===== src/rtl/avalon_slave_bridge.sv =====
// ============================================================================
// Module   : avalon_slave_bridge
// Purpose  : Avalon-MM slave to local register-bus bridge with wait states.
//            Optional access timeout and sticky err flag: AVS_BRIDGE_TIMEOUT_EN
// Revision : 1.0
// ============================================================================
`default_nettype none

module avalon_slave_bridge #(
    parameter int          AW      = 9,
    parameter int          DW      = 32,
    parameter int          TIMEOUT = 255,
    parameter logic [31:0] TO_DATA = 32'hDEAD_BEEF
) (
    input  logic            clk,
    input  logic            rst_n,
    input  logic            avs_chipselect_n,
    input  logic            avs_write_n,
    input  logic            avs_read_n,
    input  logic [AW-1:0]   avs_address,
    input  logic [DW-1:0]   avs_writedata,
    input  logic [DW/8-1:0] avs_byteenable,
    output logic [DW-1:0]   avs_readdata,
    output logic            avs_waitrequest,
    output logic            wr_n,
    output logic            rd_n,
    output logic [AW-1:0]   addr,
    output logic [DW-1:0]   wdata,
    output logic [DW/8-1:0] be,
    input  logic [DW-1:0]   rdata,
    input  logic            ack
`ifdef AVS_BRIDGE_TIMEOUT_EN
    ,
    output logic            err
`endif
);

    typedef enum logic [1:0] {
        IDLE   = 2'd0,
        ACCESS = 2'd1,
        DONE   = 2'd2
    } state_t;

    state_t            state_q;
    logic              is_wr_q;
    logic              wr_n_q;
    logic              rd_n_q;
    logic              wait_q;
    logic [AW-1:0]     addr_q;
    logic [DW-1:0]     wdata_q;
    logic [DW/8-1:0]   be_q;
    logic [DW-1:0]     rdata_q;

    logic              w_req;
    assign w_req = !avs_chipselect_n && (!avs_write_n || !avs_read_n);

`ifdef AVS_BRIDGE_TIMEOUT_EN
    localparam int          CW        = $clog2(TIMEOUT + 1);
    localparam logic [DW-1:0] TO_DATA_W = DW'(TO_DATA);

    logic [CW-1:0] cnt_q;
    logic          err_q;
    logic          w_timeout;
    assign w_timeout = (cnt_q == CW'(TIMEOUT - 1));
    assign err       = err_q;
`else
    logic unused_cfg;
    assign unused_cfg = ^{TO_DATA, TIMEOUT};
`endif

    always_ff @(posedge clk or negedge rst_n) begin
        if (!rst_n) begin
            state_q <= IDLE;
            is_wr_q <= 1'b0;
            wr_n_q  <= 1'b1;
            rd_n_q  <= 1'b1;
            wait_q  <= 1'b1;
            addr_q  <= '0;
            wdata_q <= '0;
            be_q    <= '0;
            rdata_q <= '0;
`ifdef AVS_BRIDGE_TIMEOUT_EN
            cnt_q   <= '0;
            err_q   <= 1'b0;
`endif
        end else begin
            // Strobes are single-cycle: only the IDLE capture can pull them low.
            wr_n_q <= 1'b1;
            rd_n_q <= 1'b1;
            case (state_q)
                IDLE: begin
                    if (w_req) begin
                        addr_q  <= avs_address;
                        wdata_q <= avs_writedata;
                        be_q    <= avs_byteenable;
                        is_wr_q <= !avs_write_n;
                        wr_n_q  <= avs_write_n;
                        rd_n_q  <= !avs_write_n;
`ifdef AVS_BRIDGE_TIMEOUT_EN
                        cnt_q   <= '0;
`endif
                        state_q <= ACCESS;
                    end
                end
                ACCESS: begin
                    if (ack) begin
                        if (!is_wr_q) begin
                            rdata_q <= rdata;
                        end
                        wait_q  <= 1'b0;
                        state_q <= DONE;
                    end
`ifdef AVS_BRIDGE_TIMEOUT_EN
                    else if (w_timeout) begin
                        if (!is_wr_q) begin
                            rdata_q <= TO_DATA_W;
                        end
                        err_q   <= 1'b1;
                        wait_q  <= 1'b0;
                        state_q <= DONE;
                    end else begin
                        cnt_q <= cnt_q + CW'(1);
                    end
`endif
                end
                DONE: begin
                    wait_q  <= 1'b1;
                    state_q <= IDLE;
                end
                default: begin
                    wait_q  <= 1'b1;
                    state_q <= IDLE;
                end
            endcase
        end
    end

    assign avs_readdata    = rdata_q;
    assign avs_waitrequest = wait_q;
    assign wr_n            = wr_n_q;
    assign rd_n            = rd_n_q;
    assign addr            = addr_q;
    assign wdata           = wdata_q;
    assign be              = be_q;

endmodule

`default_nettype wire


===== config.mk =====
export PLATFORM = sky130hd
export DESIGN_NAME = avalon_slave_bridge
export DESIGN_NICKNAME = d
export VERILOG_FILES = /design/src/rtl/avalon_slave_bridge.sv
export SDC_FILE = /design/constraint.sdc
export NUM_CORES = 1
export LEC_CHECK = 0
export CAP_MARGIN = 15
export CORE_AREA = 2 2 93 95
export DETAILED_ROUTE_END_ITERATION = 12
export DIE_AREA = 0 0 95 97
export PLACE_DENSITY = 0.78
export SLEW_MARGIN = 20
export SYNTH_ARGS = -nofsm -noshare
export SYNTH_HDL_FRONTEND = slang
export SYNTH_SLANG_ARGS = --single-unit

===== constraint.sdc =====
create_clock -name clk -period 2.6 [get_ports clk]
set_clock_uncertainty 0.1 [all_clocks]
set_input_delay 0.39 -clock clk [delete_from_list [all_inputs] [get_ports clk]]
set_output_delay 0.39 -clock clk [all_outputs]
set_load 0.01 [all_outputs]

==> results of run 1 <==
## state kept, by name (all words and copies together), names as in the netlist
signal	flops
rd_n	1
state_q	2
avs_waitrequest	1
wr_n	1
be	4
addr	9
wdata	32
is_wr_q	1
avs_readdata	32
## final cells by class
cell class                      count  area (µm²)
Clock buffer                       11         141
Clock inverter                      5         100
Fill cell                         624        2980
Inverter                            1        3.75
Multi-Input combinational cell     88        1010
Sequential cell                    83        2080
Tap cell                          105         131
Timing Repair Buffer              167        1680
## Yosys cell counts (all sizes together)
cell type | count | area, µm²
nor4 | 1 | 6.26
a2111oi | 1 | 27.5
nand2 | 1 | 3.75
and3b | 1 | 8.76
dfstp | 3 | 78.8
buf | 7 | 60.1
clkbuf | 1 | 3.75
or4 | 1 | 7.51
nor2 | 2 | 7.51
mux2 | 77 | 905
o21ai | 1 | 5.00
nor4bb | 1 | 10.0
inv | 1 | 3.75
dfrtp | 80 | 2000
nor3b | 1 | 7.51
or2 | 1 | 6.26
## per-stage QoR
step,setup WS [ns],area [µm²]
CTS,0.660,5150
finish,0.691,5150
global route,0.621,5150
global placement,0.367,4900
detailed placement,0.341,4900
floorplan,0.784,3140
## worst min-delay path by stage
stage / from / end / cells past startpoint / slack [ns]
global route: wdata[7]$_DFFE_PN0P_ / wdata[7]$_DFFE_PN0P_ / 1 / 0.42
finish: wdata[7]$_DFFE_PN0P_ / wdata[7]$_DFFE_PN0P_ / 1 / 0.39
floorplan: rst_n / addr[0]$_DFFE_PN0P_ / 0 / -0.006
global placement: rst_n / wdata[14]$_DFFE_PN0P_ / 1 / 0.31
detailed placement: rst_n / wdata[14]$_DFFE_PN0P_ / 1 / 0.31
CTS: wdata[7]$_DFFE_PN0P_ / wdata[7]$_DFFE_PN0P_ / 1 / 0.40
## per-layer routing
layer | global-route usage [%] | wire length (µm) | vias to the layer above
met1 | 19.4 | 2900 | 1030
met2 | 28.6 | 3740 | 88
met4 | 7.25 | 163 | 0
li1 | - | - | 974
met3 | 6.15 | 600 | 13
met5 | 0 | 0 | -
## cells by family after synthesis
family	share of synthesized area, %
flip-flops	66.2
buffers and inverters	2.15
multiplexers	28.8
AND/OR/NAND/NOR	1.83
AO/OA/AOI/OAI	1.03
## power breakdown
group / leakage [nW] / switching (mW) / internal, mW
clock network: 0.123 / 0.444 / 0.662
logic: 1.03 / 0.719 / 1.41
registers: 0.978 / 0.276 / 1.82
## placed cells by master, fill, tap and decap left out, types with 2 or more instances in the layout
master / count
sky130_fd_sc_hd__clkdlybuf4s50_1: 161
sky130_fd_sc_hd__bufinv_16: 3
sky130_fd_sc_hd__mux2_2: 63
sky130_fd_sc_hd__mux2_4: 10
sky130_fd_sc_hd__nor2_1: 2
sky130_fd_sc_hd__mux2_1: 4
sky130_fd_sc_hd__dfrtp_1: 80
sky130_fd_sc_hd__buf_4: 3
sky130_fd_sc_hd__dfstp_2: 3
sky130_fd_sc_hd__clkbuf_8: 10
sky130_fd_sc_hd__buf_12: 2
sky130_fd_sc_hd__clkinv_2: 2
## timing repair
action	4_1_cts	5_1_grt
resized for setup	0	0
endpoints found under the hold margin	40	0
hold buffers	1	0
==> qor.log, run 1 <==
INFO  timing         finalWorstPathRequiredPeriod=1.91ns
INFO  cts            post_cts.repair.setup_buffers=0
INFO  floorplanning  starting_utilization_of_the_core_area=38.6%
INFO  routing        routed_via_count=2,105
INFO  cts            cts.root.buffer_cell=sky130_fd_sc_hd__clkbuf_8
INFO  cts            clock_sinks=83
INFO  finish         layout.nets=433
INFO  pwr            fin_total_pwr=5.33mW
INFO  finish         final_cell_count_no_fill=460
INFO  grt            grt_remaining_overflow=0
INFO  flow_run       maxCapViolCount=0
INFO  pwr            irDropWorstVdd=0.000507V
INFO  timing         worst_hold_slack=0.390ns
INFO  synthesis      ys_warn_count=0
INFO  timing         rsz0062_at_grt=no
INFO  place          post_place_cells=443
INFO  cts            cts_buffers=9
INFO  cts            cts_max_path_buffers=2
INFO  setup_path     r2r.worst_path.cells=3
INFO  floorplanning  dieHeight=97µm
INFO  timing         clock.fmax=524MHz
INFO  setup_path     critical_path_class=reg2out
INFO  routing        routed_via_density=4.58
INFO  cts            number_of_levels_in_the_clock_h_tree=3
INFO  setup_path     crit_end=wr_n
INFO  synthesis      syn_avg_cell_area=17.5µm²
INFO  finish         drive_gt1_share=27.9%
INFO  floorplanning  die_area=9220µm²
INFO  setup_path     setup.worst_path.start=wr_n$_DFF_PN1_
INFO  synthesis      synth-seq-area-share=66.2%
INFO  outcome        status=completed
INFO  grt            grt_antenna_before_repair=0
INFO  setup_path     path_max_fanout=1
INFO  place          detailed_place_hpwl=5550µm
INFO  place          rd_place_congestion=0.712
INFO  setup_path     crit_family=buffers and inverters
INFO  setup_path     timing.critical_path.depth=1
INFO  routing        drc=0
INFO  floorplanning  std_cell_rows=33
INFO  setup_path     worst-endpoint-required=2.11ns
INFO  setup_path     critPathBufInv=1
INFO  timing         finalSetupViolations=0
INFO  setup_path     rr_startpoint=state_q[0]$_DFFE_PN0P_
INFO  synthesis      post_synth_instance_area=3140µm²
INFO  place          placement.io_buffers=162
INFO  floorplanning  core_region_area=8130µm²
INFO  floorplanning  die_w=95µm
INFO  setup_path     setup.reg_to_reg.worst_slack=0.81ns
INFO  grt            number_of_global_route_vias_before_repair=2,336
INFO  synthesis      mappedNetlistNets=263
INFO  routing        routed_wire_length_per_instance=16.1µm
INFO  routing        finalWirelength=7410µm
INFO  setup_path     crit_path_cell_trace=clkdlybuf4s50_1
INFO  timing         min_period_over_period=73.4%
INFO  setup_path     slowest_stage=sky130_fd_sc_hd__clkdlybuf4s50_1
INFO  setup_path     critical_path.max_stage_delay=0.57ns
INFO  grt            grt.total_usage=17.1%
INFO  routing        drt.antenna.violating_nets=0
INFO  cts            clock_latency=0.33ns
INFO  setup_path     worstReg2RegEnd=addr[8]$_DFFE_PN0P_
INFO  timing         max_slew_margin=65.1%
INFO  pwr            power.static_leakage=2.13nW
INFO  grt            grt_pass1_wl=12,100µm
INFO  setup_path     critPathArrivalTime=1.42ns
INFO  routing        drtIter0Drc=67
INFO  grt            grt_start_max_net_pins=44
INFO  cts            clock_pin_transition_on_the_worst_setup_and_hold_timing_paths=0.08ns
INFO  synthesis      flops_latches_synth=83
INFO  synthesis      synthesized_instance_count=180
INFO  finish         utilization=63.3%
INFO  routing        drtPass1Iterations=4
INFO  timing         finalHoldViolations=0
INFO  timing         max_slew.worst_pin.slew=0.523ns
INFO  cts            tritoncts=built
INFO  worst_hold_path worst_hold_path_type=reg2reg
INFO  finish         layout-area-overhead-vs-synth=63.9%
INFO  finish         antenna_cells_inserted=0
INFO  setup_path     worst_setup_path_end_kind=primary output
INFO  timing         setup-tns-final=0ns
INFO  synthesis      post_synth_num_cell_types=19
INFO  floorplanning  ioPinCount=163
INFO  pwr            pwr_density_cell=1040nW/µm²
INFO  setup_path     timing.critical_path.from_type=flop
INFO  timing         timing.final.max_slew_violations=0
No activity file was read; power rests on OpenSTA's default activity.
==> run 2, diff against run 1 <==
CORE_AREA = 2 2 97 99   (was 2 2 93 95)
DIE_AREA = 0 0 99 101   (was 0 0 95 97)
PLACE_DENSITY = 0.75   (was 0.78)
clock period = 1.55 ns   (was 2.6 ns; I/O delays follow)
==> run 2 against run 1 <==
  * The flow now finishes with violations (setup timing)
  * Critical path depth up 5
  * Total power rose by 68%
  * Global-route usage decreased by 1.0 points
  * Clock-buffer cell count up 1
  * Die area up 8.5%
  * Combinational power increased by 77%
  * Sequential power rose by 68%
  * Sequential share of layout area shrank 3.5 points
  * Routed wire length grew 13%
  * Final cell count increased by 5.9%
  * Hold slack got worse by 0.17 ns
  * Largest cell class unchanged
  * Largest power group unchanged
==> qor.log, run 2 (same netlist as run 1, synthesis figures left out) <==
INFO  finish         layout-area-overhead-vs-synth=79.6%
INFO  cts            clock_sinks=83
INFO  floorplanning  core_region_area=8980µm²
INFO  setup_path     critical_path_class=in2reg
INFO  setup_path     worst_setup_path_end_kind=flop
INFO  routing        routed_via_count=2,251
INFO  place          post_dp_cell_area=5080µm²
INFO  pwr            irDropWorstVdd=0.000615V
INFO  setup_path     critPathArrivalTime=1.79ns
INFO  finish         layout.nets=454
INFO  finish         post-route-cell-area=5640µm²
INFO  timing         timing.final.max_slew_violations=0
INFO  pwr            fin_total_pwr=8.95mW
INFO  flow_run       maxCapViolCount=0
INFO  grt            grt_start_max_net_pins=43
INFO  cts            cts_max_path_buffers=2
INFO  grt            grt_pass1_wl=12,500µm
INFO  grt            grt_antenna_before_repair=0
INFO  grt            grt.total_usage=16.0%
INFO  timing         min_period_over_period=108%
INFO  cts            clock_pin_transition_on_the_worst_setup_and_hold_timing_paths=0.08ns
INFO  floorplanning  std_cell_rows=35
INFO  finish         final_cell_mix=80 x sky130_fd_sc_hd__clkdlybuf4s50_1, 80 x sky130_fd_sc_hd__dlygate4sd2_1, 78 x sky130_fd_sc_hd__dfrtp_1, 77 x sky130_fd_sc_hd__mux2_4, 9 x sky130_fd_sc_hd__clkbuf_8
INFO  routing        routed_via_density=4.62
INFO  place          detailed_place_hpwl=5430µm
INFO  setup_path     worst-endpoint-required=1.67ns
INFO  finish         drive_gt1_share=33.2%
INFO  routing        routed_wire_length_per_instance=17.2µm
INFO  setup_path     setup.worst_path.start=avs_write_n
INFO  routing        drtIter0Drc=30
INFO  outcome        status=complete, but fails checks
INFO  cts            cts.root.buffer_cell=sky130_fd_sc_hd__clkbuf_8
INFO  pwr            pwr_density_cell=1590nW/µm²
INFO  floorplanning  die_area=10000µm²
INFO  timing         clock.fmax=599MHz
INFO  timing         rsz0062_at_grt=yes
INFO  timing         max_slew_margin=76.2%
INFO  timing         setup_slack=-0.119ns
INFO  timing         finalHoldViolations=0
INFO  finish         fill_cells=690
INFO  routing        drtPass1Iterations=4
INFO  grt            grt_remaining_overflow=0
INFO  grt            number_of_global_route_vias_before_repair=2,431
INFO  cts            number_of_levels_in_the_clock_h_tree=3
INFO  routing        drc=0
INFO  setup_path     rr_startpoint=state_q[0]$_DFFE_PN0P_
INFO  timing         finalWorstPathRequiredPeriod=1.67ns
INFO  cts            clock_latency=0.33ns
INFO  outcome        violations=setup timing
INFO  floorplanning  die_w=99µm
INFO  setup_path     path_max_fanout=5
INFO  cts            tritoncts=built
INFO  routing        finalWirelength=8380µm
INFO  place          placement.io_buffers=162
INFO  routing        drt.antenna.violating_nets=0
INFO  place          setup_slack_at_placement=-0.525ns
INFO  floorplanning  ioPinCount=163
INFO  worst_hold_path worst_hold_path_type=in2async
INFO  floorplanning  starting_utilization_of_the_core_area=35.0%
INFO  place          rd_place_congestion=0.694
INFO  finish         antenna_cells_inserted=0
INFO  timing         max_slew.worst_pin.slew=0.354ns
INFO  timing         finalSetupViolations=77
INFO  cts            cts_buffers=9
INFO  timing         setup-tns-final=-4.78ns
INFO  floorplanning  dieHeight=101µm
INFO  setup_path     timing.critical_path.from_type=input port
INFO  pwr            power.static_leakage=2.62nW
==> run 2: through the flow <==
stage / cells / hold WS (ns) / util [%]
after global placement: 455 / 0.0435 / 56.5
final: 487 / 0.222 / 62.9
after detailed placement: 455 / 0.0439 / 56.5
after global routing: 487 / 0.227 / 62.9
after floorplan: 180 / -0.163 / -
after CTS: 481 / 0.222 / 60.0
==> run 2: layer usage <==
layer | GRT usage (%) | wire length (µm) | vias up
met5 | 0 | 0 | -
met4 | 4.74 | 156 | 0
met3 | 5.76 | 597 | 13
met2 | 25.6 | 4120 | 96
met1 | 20.6 | 3510 | 1125
li1 | - | - | 1017
==> run 2: final timing paths <==
path | depth (start not counted) | slack (ns) | end
worst min-delay path | 2 | 0.22 | avs_readdata[19]$_DFFE_PN0P_
worst min register to register | 2 | 0.39 | avs_waitrequest$_DFFE_PN1P_
min in group clk | 3 | 0.25 | rd_n$_DFF_PN1_
worst max register to register | 5 | -0.11 | wdata[11]$_DFFE_PN0P_
max in group asynchronous | 3 | 0.62 | wdata[12]$_DFFE_PN0P_
worst max-delay path | 6 | -0.12 | wdata[11]$_DFFE_PN0P_
==> run 2: repair_timing <==
action	in CTS	in global routing
gates resized for setup	97	45
hold endpoints to repair	63	0
gates cloned	4	5
hold buffers	1	0
setup endpoints to repair	157	79
setup buffers	5	1
==> run 2: critical path, stage by stage <==
cell and delay, ns:
sky130_fd_sc_hd__clkdlybuf4s50_1 0.49, sky130_fd_sc_hd__a2111oi_4 0.38, sky130_fd_sc_hd__buf_6 0.17, sky130_fd_sc_hd__buf_12 0.11, sky130_fd_sc_hd__buf_16 0.12, sky130_fd_sc_hd__mux2_4 0.29
==> run 2: report_power, final <==
group          internal (mW)  leakage (nW)  switching (mW)
clock network          0.911        0.0968           0.762
registers               3.05         0.975           0.466
logic                   2.42          1.55            1.34
total                   6.38          2.62            2.57
==> run 2: area by class of cell <==
class / count / area, µm² / share of cell area, %
Multi-Input combinational cell: 88 / 1260 / 22.4
Clock buffer: 12 / 135 / 2.39
Inverter: 1 / 3.75 / 0.0665
Tap cell: 111 / 139 / 2.46
Timing Repair Buffer: 188 / 1940 / 34.4
Clock inverter: 4 / 75.1 / 1.33
Sequential cell: 83 / 2080 / 36.9
